===== src/rtl/alu_bus_pkg.sv =====
// Shared definitions for the ALU operand/result bus: opcodes, FSM states,
// request layout and per-opcode word counts.
package alu_bus_pkg;

  localparam logic [1:0] OP_ADD = 2'b00;
  localparam logic [1:0] OP_SUB = 2'b01;
  localparam logic [1:0] OP_MUL = 2'b10;
  localparam logic [1:0] OP_DIV = 2'b11;

  typedef enum logic [2:0] {
    ST_IDLE = 3'd0,
    ST_STRT = 3'd1,
    ST_LD0  = 3'd2,
    ST_LD1  = 3'd3,
    ST_LD2  = 3'd4,
    ST_WAIT = 3'd5,
    ST_CAP1 = 3'd6,
    ST_RESP = 3'd7
  } state_e;

  typedef struct packed {
    logic [1:0]  op;
    logic [15:0] x;
    logic [7:0]  y;
  } req_t;

  function automatic logic [1:0] load_words(input logic [1:0] op);
    return (op == OP_DIV) ? 2'd3 : 2'd2;
  endfunction

  function automatic logic [1:0] result_words(input logic [1:0] op);
    return (op == OP_MUL || op == OP_DIV) ? 2'd2 : 2'd1;
  endfunction

  // Division sends the 16-bit dividend high byte first, then the divisor.
  function automatic logic [7:0] load_word(input req_t req, input logic [1:0] idx);
    logic [7:0] w;
    w = 8'h00;
    if (req.op == OP_DIV) begin
      case (idx)
        2'd0:    w = req.x[15:8];
        2'd1:    w = req.x[7:0];
        2'd2:    w = req.y;
        default: w = 8'h00;
      endcase
    end else begin
      case (idx)
        2'd0:    w = req.x[7:0];
        2'd1:    w = req.y;
        default: w = 8'h00;
      endcase
    end
    return w;
  endfunction

endpackage


===== src/rtl/alu_host_driver_if.sv =====
// Request, ALU bus and response signals of the host driver.
// master = the driver itself, slave = host logic plus ALU around it.
interface alu_host_driver_if;
  logic        req_valid;
  logic        req_ready;
  logic [1:0]  req_op;
  logic [15:0] req_x;
  logic [7:0]  req_y;
  logic        BEGIN;
  logic [1:0]  op_code;
  logic [7:0]  inbus;
  logic [7:0]  outbus;
  logic        END;
  logic        resp_valid;
  logic        resp_ready;
  logic [7:0]  resp_hi;
  logic [7:0]  resp_lo;
  logic        resp_err;

  modport master (
    input  req_valid, req_op, req_x, req_y, outbus, END, resp_ready,
    output req_ready, BEGIN, op_code, inbus, resp_valid, resp_hi, resp_lo, resp_err
  );

  modport slave (
    output req_valid, req_op, req_x, req_y, outbus, END, resp_ready,
    input  req_ready, BEGIN, op_code, inbus, resp_valid, resp_hi, resp_lo, resp_err
  );
endinterface


===== src/rtl/alu_bus_watchdog.sv =====
// Cycle counter guarding the WAIT phase; expired_o flags the cycle in which
// the TIMEOUT-th enabled cycle is reached.
module alu_bus_watchdog #(
  parameter int unsigned TIMEOUT = 255
) (
  input  logic clk,
  input  logic reset,
  input  logic clr_i,
  input  logic en_i,
  output logic expired_o
);

  localparam logic [7:0] LIMIT = 8'(TIMEOUT - 1);

  logic [7:0] count_q;
  logic [7:0] count_d;

  always_comb begin
    count_d = count_q;
    if (clr_i) begin
      count_d = 8'h00;
    end else if (en_i && count_q != 8'hFF) begin
      count_d = count_q + 8'h01;
    end
  end

  always_ff @(posedge clk or negedge reset) begin
    if (!reset) begin
      count_q <= 8'h00;
    end else begin
      count_q <= count_d;
    end
  end

  // count_q holds the number of WAIT cycles already completed.
  assign expired_o = en_i && (count_q >= LIMIT);

endmodule


===== src/rtl/alu_host_driver.sv =====
// Host-side initiator of the sequential ALU: serialises one request onto
// BEGIN/op_code/inbus, waits for END and returns the captured result words.
module alu_host_driver #(
  parameter int unsigned TIMEOUT = 255
) (
  input  logic              clk,
  input  logic              reset,
  alu_host_driver_if.master bus
);
  import alu_bus_pkg::*;

  state_e     state_q, state_d;
  req_t       req_q, req_d;
  logic [7:0] resp_hi_q, resp_hi_d;
  logic [7:0] resp_lo_q, resp_lo_d;
  logic       resp_err_q, resp_err_d;

  logic       wd_clr;
  logic       wd_en;
  logic       wd_expired;

  logic       req_ready;
  logic       begin_strobe;
  logic [1:0] op_code;
  logic [7:0] inbus;
  logic       resp_valid;

  always_ff @(posedge clk or negedge reset) begin
    if (!reset) begin
      state_q <= ST_IDLE;
    end else begin
      state_q <= state_d;
    end
  end

  always_comb begin : next_state
    state_d = state_q;
    case (state_q)
      ST_IDLE: if (bus.req_valid) state_d = ST_STRT;
      ST_STRT: state_d = ST_LD0;
      ST_LD0:  state_d = ST_LD1;
      ST_LD1:  state_d = (load_words(req_q.op) == 2'd3) ? ST_LD2 : ST_WAIT;
      ST_LD2:  state_d = ST_WAIT;
      ST_WAIT: begin
        // END has priority over a watchdog expiry in the same cycle.
        if (bus.END) begin
          state_d = (result_words(req_q.op) == 2'd2) ? ST_CAP1 : ST_RESP;
        end else if (wd_expired) begin
          state_d = ST_RESP;
        end
      end
      ST_CAP1: state_d = ST_RESP;
      ST_RESP: if (bus.resp_ready) state_d = ST_IDLE;
      default: state_d = ST_IDLE;
    endcase
  end

  always_comb begin : datapath_next
    req_d      = req_q;
    resp_hi_d  = resp_hi_q;
    resp_lo_d  = resp_lo_q;
    resp_err_d = resp_err_q;
    case (state_q)
      ST_IDLE: begin
        if (bus.req_valid) begin
          req_d.op = bus.req_op;
          req_d.x  = bus.req_x;
          req_d.y  = bus.req_y;
        end
      end
      ST_WAIT: begin
        if (bus.END) begin
          resp_err_d = 1'b0;
          if (result_words(req_q.op) == 2'd2) begin
            resp_hi_d = bus.outbus;
          end else begin
            resp_hi_d = 8'h00;
            resp_lo_d = bus.outbus;
          end
        end else if (wd_expired) begin
          resp_err_d = 1'b1;
          resp_hi_d  = 8'h00;
          resp_lo_d  = 8'h00;
        end
      end
      ST_CAP1: resp_lo_d = bus.outbus;
      ST_RESP: if (bus.resp_ready) resp_err_d = 1'b0;
      default: ;
    endcase
  end

  always_ff @(posedge clk or negedge reset) begin
    if (!reset) begin
      req_q      <= '0;
      resp_hi_q  <= 8'h00;
      resp_lo_q  <= 8'h00;
      resp_err_q <= 1'b0;
    end else begin
      req_q      <= req_d;
      resp_hi_q  <= resp_hi_d;
      resp_lo_q  <= resp_lo_d;
      resp_err_q <= resp_err_d;
    end
  end

  always_comb begin : outputs
    req_ready    = 1'b0;
    begin_strobe = 1'b0;
    op_code      = OP_ADD;
    inbus        = 8'h00;
    resp_valid   = 1'b0;
    case (state_q)
      ST_IDLE: req_ready = 1'b1;
      ST_STRT: begin
        begin_strobe = 1'b1;
        op_code      = req_q.op;
      end
      ST_LD0: begin
        op_code = req_q.op;
        inbus   = load_word(req_q, 2'd0);
      end
      ST_LD1: begin
        op_code = req_q.op;
        inbus   = load_word(req_q, 2'd1);
      end
      ST_LD2: begin
        op_code = req_q.op;
        inbus   = load_word(req_q, 2'd2);
      end
      ST_RESP: resp_valid = 1'b1;
      default: ;
    endcase
  end

  // Restart the count on the transition into WAIT so each operation gets a full budget.
  assign wd_clr = (state_d == ST_WAIT) && (state_q != ST_WAIT);
  assign wd_en  = (state_q == ST_WAIT);

  alu_bus_watchdog #(
    .TIMEOUT(TIMEOUT)
  ) u_watchdog (
    .clk      (clk),
    .reset    (reset),
    .clr_i    (wd_clr),
    .en_i     (wd_en),
    .expired_o(wd_expired)
  );

  assign bus.req_ready  = req_ready;
  assign bus.BEGIN      = begin_strobe;
  assign bus.op_code    = op_code;
  assign bus.inbus      = inbus;
  assign bus.resp_valid = resp_valid;
  assign bus.resp_hi    = resp_hi_q;
  assign bus.resp_lo    = resp_lo_q;
  assign bus.resp_err   = resp_err_q;

endmodule


===== src/flat_wrapper.sv =====
// flat-port wrapper written by rule: the top's interface ports become plain ports
module alu_host_driver_flat import alu_bus_pkg::*;
#(
  parameter int unsigned TIMEOUT = 255
)
  (clk, reset, bus_req_valid, bus_req_op, bus_req_x, bus_req_y, bus_outbus, bus_END, bus_resp_ready, bus_req_ready, bus_BEGIN, bus_op_code, bus_inbus, bus_resp_valid, bus_resp_hi, bus_resp_lo, bus_resp_err);
  alu_host_driver_if bus_i ();
  input  logic clk;
  input  logic reset;
  input wire logic [$bits(bus_i.req_valid)-1:0] bus_req_valid;
  input wire logic [$bits(bus_i.req_op)-1:0] bus_req_op;
  input wire logic [$bits(bus_i.req_x)-1:0] bus_req_x;
  input wire logic [$bits(bus_i.req_y)-1:0] bus_req_y;
  input wire logic [$bits(bus_i.outbus)-1:0] bus_outbus;
  input wire logic [$bits(bus_i.END)-1:0] bus_END;
  input wire logic [$bits(bus_i.resp_ready)-1:0] bus_resp_ready;
  output wire logic [$bits(bus_i.req_ready)-1:0] bus_req_ready;
  output wire logic [$bits(bus_i.BEGIN)-1:0] bus_BEGIN;
  output wire logic [$bits(bus_i.op_code)-1:0] bus_op_code;
  output wire logic [$bits(bus_i.inbus)-1:0] bus_inbus;
  output wire logic [$bits(bus_i.resp_valid)-1:0] bus_resp_valid;
  output wire logic [$bits(bus_i.resp_hi)-1:0] bus_resp_hi;
  output wire logic [$bits(bus_i.resp_lo)-1:0] bus_resp_lo;
  output wire logic [$bits(bus_i.resp_err)-1:0] bus_resp_err;
  assign bus_i.req_valid = bus_req_valid;
  assign bus_i.req_op = bus_req_op;
  assign bus_i.req_x = bus_req_x;
  assign bus_i.req_y = bus_req_y;
  assign bus_i.outbus = bus_outbus;
  assign bus_i.END = bus_END;
  assign bus_i.resp_ready = bus_resp_ready;
  assign bus_req_ready = bus_i.req_ready;
  assign bus_BEGIN = bus_i.BEGIN;
  assign bus_op_code = bus_i.op_code;
  assign bus_inbus = bus_i.inbus;
  assign bus_resp_valid = bus_i.resp_valid;
  assign bus_resp_hi = bus_i.resp_hi;
  assign bus_resp_lo = bus_i.resp_lo;
  assign bus_resp_err = bus_i.resp_err;
  alu_host_driver #(.TIMEOUT(TIMEOUT)) u_core (.clk(clk), .reset(reset), .bus(bus_i));
endmodule

===== config.mk =====
export PLATFORM = sky130hd
export DESIGN_NAME = alu_host_driver_flat
export DESIGN_NICKNAME = d
export VERILOG_FILES = /design/src/rtl/alu_bus_pkg.sv /design/src/rtl/alu_host_driver_if.sv /design/src/rtl/alu_bus_watchdog.sv /design/src/rtl/alu_host_driver.sv /design/src/flat_wrapper.sv
export SDC_FILE = /design/constraint.sdc
export NUM_CORES = 1
export LEC_CHECK = 0
export BUFFER_PORTS_ARGS = -buffer_cell sky130_fd_sc_hd__buf_2
export CORE_MARGIN = 2
export CORE_UTILIZATION = 40
export DETAILED_ROUTE_END_ITERATION = 16
export GPL_ROUTABILITY_DRIVEN = 0
export PLACE_DENSITY = 0.59
export SLEW_MARGIN = 15
export SYNTH_ARGS = -nofsm -noshare
export SYNTH_HDL_FRONTEND = slang
export SYNTH_SLANG_ARGS = --single-unit

===== constraint.sdc =====
create_clock -name clk -period 3.65 [get_ports clk]
set_clock_uncertainty 0.2 [all_clocks]
set_input_delay 0.73 -clock clk [delete_from_list [all_inputs] [get_ports clk]]
set_output_delay 0.73 -clock clk [all_outputs]
set_load 0.01 [all_outputs]

### Yosys cells after proc, flatten, opt, wreduce, memory -nomap -nowiden

Index checks and enable logic that the tools add are counted.

* register bits after elaboration: 54
* input port bits: 39
* word-level logic and storage cells: 70

* add/sub/neg operators: 1
* order comparisons: 1
* equal/unequal tests: 17
* multiplexer cells: 29
* reduce and logical (&&, ||, !) cells: 14

Operator list (count)
* $mux 8: 10
* $pmux 3 s8: 1
* $pmux 8 s3: 1
* $pmux 8 s2: 1
* $eq 3x3->1 const B: 5
* $mux 3: 4
* $mux 1: 9
* $add 8x1->8 const B: 1
* $eq 2x2->1 const B: 4
* $ge 8x8->1 const B: 1
* $ne 8x8->1 const B: 1
* $reduce_bool 2->1: 4
* $eq 3x2->1 const B: 2
* $ne 3x3->1 const B: 2
* $reduce_and 3->1: 2
* $mux 2: 2
* $reduce_and 2->1: 2
* $reduce_or 4->1: 1
* $eq 3x1->1 const B: 1
* $logic_and 1x1->1: 3
* $logic_not 3->1: 1
* $ne 3x2->1 const B: 1
* $ne 2x2->1 const B: 1
* $pmux 1 s2: 1
* $logic_or 1x1->1: 1

### Longest topological paths before layout

* depth in word-level cells: 10
* gate-level depth with buffers: 6
* gate-level depth less buffers: 5

### By module

A second synthesis with hierarchy kept.

* cell total of the unflattened synthesis: 263
* area total of the unflattened synthesis: 2630.0 µm²

Modules (own cells, without submodules)
* alu_host_driver: instances 1, cells each 211, area each 2138.3 µm², sequential area each 1151.1 µm²
* alu_bus_watchdog: instances 1, cells each 52, area each 491.7 µm², sequential area each 200.2 µm²

### Worst setup path after synthesis

Ideal clock, no wire load.

* path kind: register to output
* from: reg u_core.state_q[1]
* to: out bus_inbus[0]
* data arrival time: 1.463 ns
* data required time: 2.720 ns
* slack: 1.257 ns
* cell stages (with the launch flop): 6
* buffers on the path: 1
* cells stage by stage: dfrtp_1 > buf_2 > or3b_2 > mux2i_4 > a22oi_1 > nand2_1

* longest elaborated chain between the ends: 2
* elaborated cells between the ends (all ways): 4

RTL lines
* from (decl): RTL line alu_host_driver.sv:12 `state_e state_q, state_d;`
* from (signal assigned): RTL line alu_host_driver.sv:32 `state_q <= state_d;`
* $eq 3x3->1 / $eq 3x2->1 (equally long branches): RTL line alu_host_driver.sv:112 `case (state_q)`
* $pmux 8 s3 (*): RTL line alu_host_driver.sv:112
* to (decl): RTL line flat_wrapper.sv:20 `output wire logic [$bits(bus_i.inbus)-1:0] bus_inbus;`

Mark *: on every way between the ends. The rest lies on a longest branch, timed or not.

### Final worst setup path

* from: reg u_core.state_q[2]
* to: out bus_inbus[3]

The elaborated chain is that of the path after synthesis.

==> metrics.md <==
| Metric | Value |
|---|---|
| Status | `complete, no violations` |
| WP buf/inv | `1` |
| Register bit total from synthesis | `54` |
| Starting density of the core | `0.413` |
| Worst endpoint required time | `2.72 ns` |
| Critical-path top delay cell | `dfrtp_1` |
| Synthesis-to-layout area growth | `19.8%` |
| DIE WIDTH | `84.7 um` |
| Fin Setup TNS | `0 ns` |
| Power per cell area | `774 nW/um^2` |
| Setup bufs post-CTS | `0` |
| H-Tree Depth | `2` |
| Delay of the slowest critical-path stage | `0.73 ns` |
| Via count | `1917` |
| YS warnings | `0` |
| Max_cap viols | `0` |
| CTS tree | `yes` |
| Peak supply drop | `0.439 mV` |
| IO Pins | `69` |
| Yosys top cell area share | `0.519` |
| Final WL | `5.41 mm` |
| Largest net degree at the start of global routing | `39` |
| Top_reg_cell synth | `dfrtp_1` |
| Nets | `337` |
| Synth area leaders | `dfrtp_1 (52%), mux2_2 (12%), nand2_1 (4.5%)` |
| CP delay by family, top | `flip-flops` |
| Register area share after synthesis | `0.519` |
| Number of routed nets with antenna violations | `0` |
| Depth of the worst register-to-register path | `3` |
| Global-route wire length before repair | `8.88 mm` |
| Post-DP HPWL | `3.89 mm` |
| Final Hold Viols | `0` |
| DRC | `0` |
| Slew Limit Headroom | `0.603` |
| Final worst path period need | `3.21 ns` |
| Share of cells above drive strength 1 | `0.397` |
| Worst reg2reg setup slack | `1.56 ns` |
| Root Driver | `clkbuf_8` |
| Worst-Skew Late Latency | `0.31 ns` |
| Startpoint types | `register` |
| Avg Cell Area, Syn | `11.5 um^2` |
| Total GRT Usage | `0.157` |
| # diodes | `0` |
| Reg2reg end | `u_core.u_watchdog.count_q[3]` |
| Post-synth cell types | `47` |
| Hold slack | `0.126 ns` |
| Port Buffers | `68` |
| Fmax | `0.312 GHz` |
| Crit Path Category | `register to primary output` |
| Fin crit share | `0.879` |
| Critical-path maximum fanout | `18` |
| CTS max path bufs | `2` |
| Core ar. | `6310 um^2` |
| Worst R2R Start | `u_core.state_q[2]` |
| Hold buffers post-CTS | `0` |
| DRT iter0 DRCs | `99` |
| Crit path cell chain | `or3b_2 -> mux2i_4 -> a22oi_1 -> nand2_1 -> buf_2` |
| Standard-cell rows | `29` |
| Share of synthesized registers carrying an async set or reset | `1.00` |
| Pleak | `1.56 nW` |
| Crit path DAT | `2.28 ns` |
| Die area | `7170 um^2` |
| Initial antenna violation count | `0` |
| Post-layout util | `0.494` |
| Slew Limit Fails | `0` |
| Unrepaired setup endpoints after global routing | `false` |
| Num CTS Buffers | `5` |
| Vias per cell | `5.13` |
| Die height | `84.7 um` |
| HP Class | `input pin to asynchronous set/reset pin` |
| Post-synth EDFFs | `0` |
| Slew of the pin with the lowest slew margin | `0.596 ns` |
| Area leader, netlist | `dfrtp_1` |
| Final Setup Violations | `0` |
| Post-Syn Instances | `227` |
| Synthesized Nets | `268` |
| Post_cts resized | `0` |
| Clock slew at reported path FFs | `0.10 ns` |
| Crit end category | `primary output` |
| Drt wl/cell | `14.5 um` |
| Congestion Overflow GR | `0` |
| Clk sinks | `54` |
| Number of global-route vias before repair | `1831` |
| Synth Cell Area | `2600 um^2` |
| Drt pass-1 iters | `4` |
## sequential cells by signal, summed over array words and instances (netlist names)
| signal | flops |
|---|---|
| u_core.bus.resp_err | 1 |
| u_core.bus.resp_hi | 8 |
| u_core.bus.resp_lo | 8 |
| u_core.req_q | 26 |
| u_core.state_q | 3 |
| u_core.u_watchdog.count_q | 8 |
## cell families after synthesis
logic type / count (synthesis) / share of synthesized area
adder cells (fa/ha/maj): 2 / 0.00960
AND/OR/NAND/NOR: 69 / 0.140
AO/OA/AOI/OAI: 42 / 0.126
multiplexers: 36 / 0.156
flip-flops: 54 / 0.519
XOR/XNOR: 4 / 0.0134
buffers and inverters: 20 / 0.0360
## cells in the final DEF, fill, tap and decap left out, drive strengths merged, types with 5 or more instances in the layout
| cell | count |
|---|---|
| buf | 71 |
| dfrtp | 54 |
| nand2 | 31 |
| mux2 | 27 |
| inv | 11 |
| nor2 | 10 |
| mux2i | 9 |
| a22oi | 8 |
| a22o | 8 |
| a21oi | 6 |
| clkbuf | 6 |
| nor3 | 5 |
## synthesized netlist by cell type (2+ instances only)
| library cell | number |
|---|---|
| a21oi_1 | 5 |
| inv_1 | 10 |
| nor2b_1 | 2 |
| nor3_1 | 3 |
| nand3_1 | 3 |
| nor2_1 | 10 |
| o31ai_1 | 3 |
| xnor2_1 | 4 |
| clkbuf_1 | 2 |
| dfrtp_1 | 54 |
| and2_1 | 2 |
| ha_1 | 2 |
| nand2_1 | 31 |
| a211oi_1 | 3 |
| mux2i_1 | 8 |
| mux2_2 | 27 |
| a31oi_1 | 3 |
| buf_2 | 2 |
| o21ai_0 | 2 |
| and3_1 | 4 |
| a22o_1 | 8 |
| nand3b_1 | 2 |
| a22oi_1 | 8 |
| nand2b_1 | 3 |
| buf_4 | 4 |
## routing by layer
layer | share of wire | track usage | up-vias
li1 | - | - | 941
met2 | 0.46 | 0.236 | 52
met3 | 0.061 | 0.0501 | 7
met1 | 0.46 | 0.216 | 917
met5 | 0 | 0 | -
met4 | 0.016 | 0.0505 | 0
## worst max path at each step
| stage | from | to | slack (ns) | cells past startpoint |
|---|---|---|---|---|
| CTS | u_core.state_q[2] | bus_inbus[3] | 0.43 | 5 |
| global route | u_core.state_q[2] | bus_inbus[3] | 0.25 | 5 |
| finish | u_core.state_q[2] | bus_inbus[3] | 0.44 | 5 |
| detailed placement | u_core.state_q[2] | bus_inbus[3] | 0.77 | 5 |
| floorplan | u_core.state_q[1] | bus_inbus[0] | 1.26 | 5 |
| global placement | u_core.state_q[2] | bus_inbus[3] | 0.83 | 5 |
## layout make-up
cell class / instances / area, um^2
sequential: 54 / 1350
timing repair buffer: 71 / 363
multi-input combinational: 153 / 1160
fill: 630 / 3190
clock inverter: 2 / 37.5
clock buffer: 6 / 72.6
inverter: 11 / 41.3
tap: 77 / 96.3
## worst register-to-register path, delay by kind of cell, from the launching register on
kind            cells  cell delay, ns
simple gates        2            0.68
compound gates      1            0.34
flops               1            0.73
## power breakdown
group / leakage (nW) / internal [mW] / switching (mW)
Clock: 0.0514 / 0.205 / 0.195
Sequential: 0.681 / 0.860 / 0.233
Combinational: 0.824 / 0.473 / 0.452
## metrics by stage
stage	cells	instance area [um^2]	worst slack, ns	power [mW]
after floorplan	227	2610	1.26	1.74
after global placement	366	3010	0.829	2.02
after detailed placement	366	3010	0.773	2.05
after global routing	374	3120	0.250	2.60
after CTS	374	3120	0.426	2.45
final	374	3120	0.441	2.42
(Power assumes the default switching activity.)
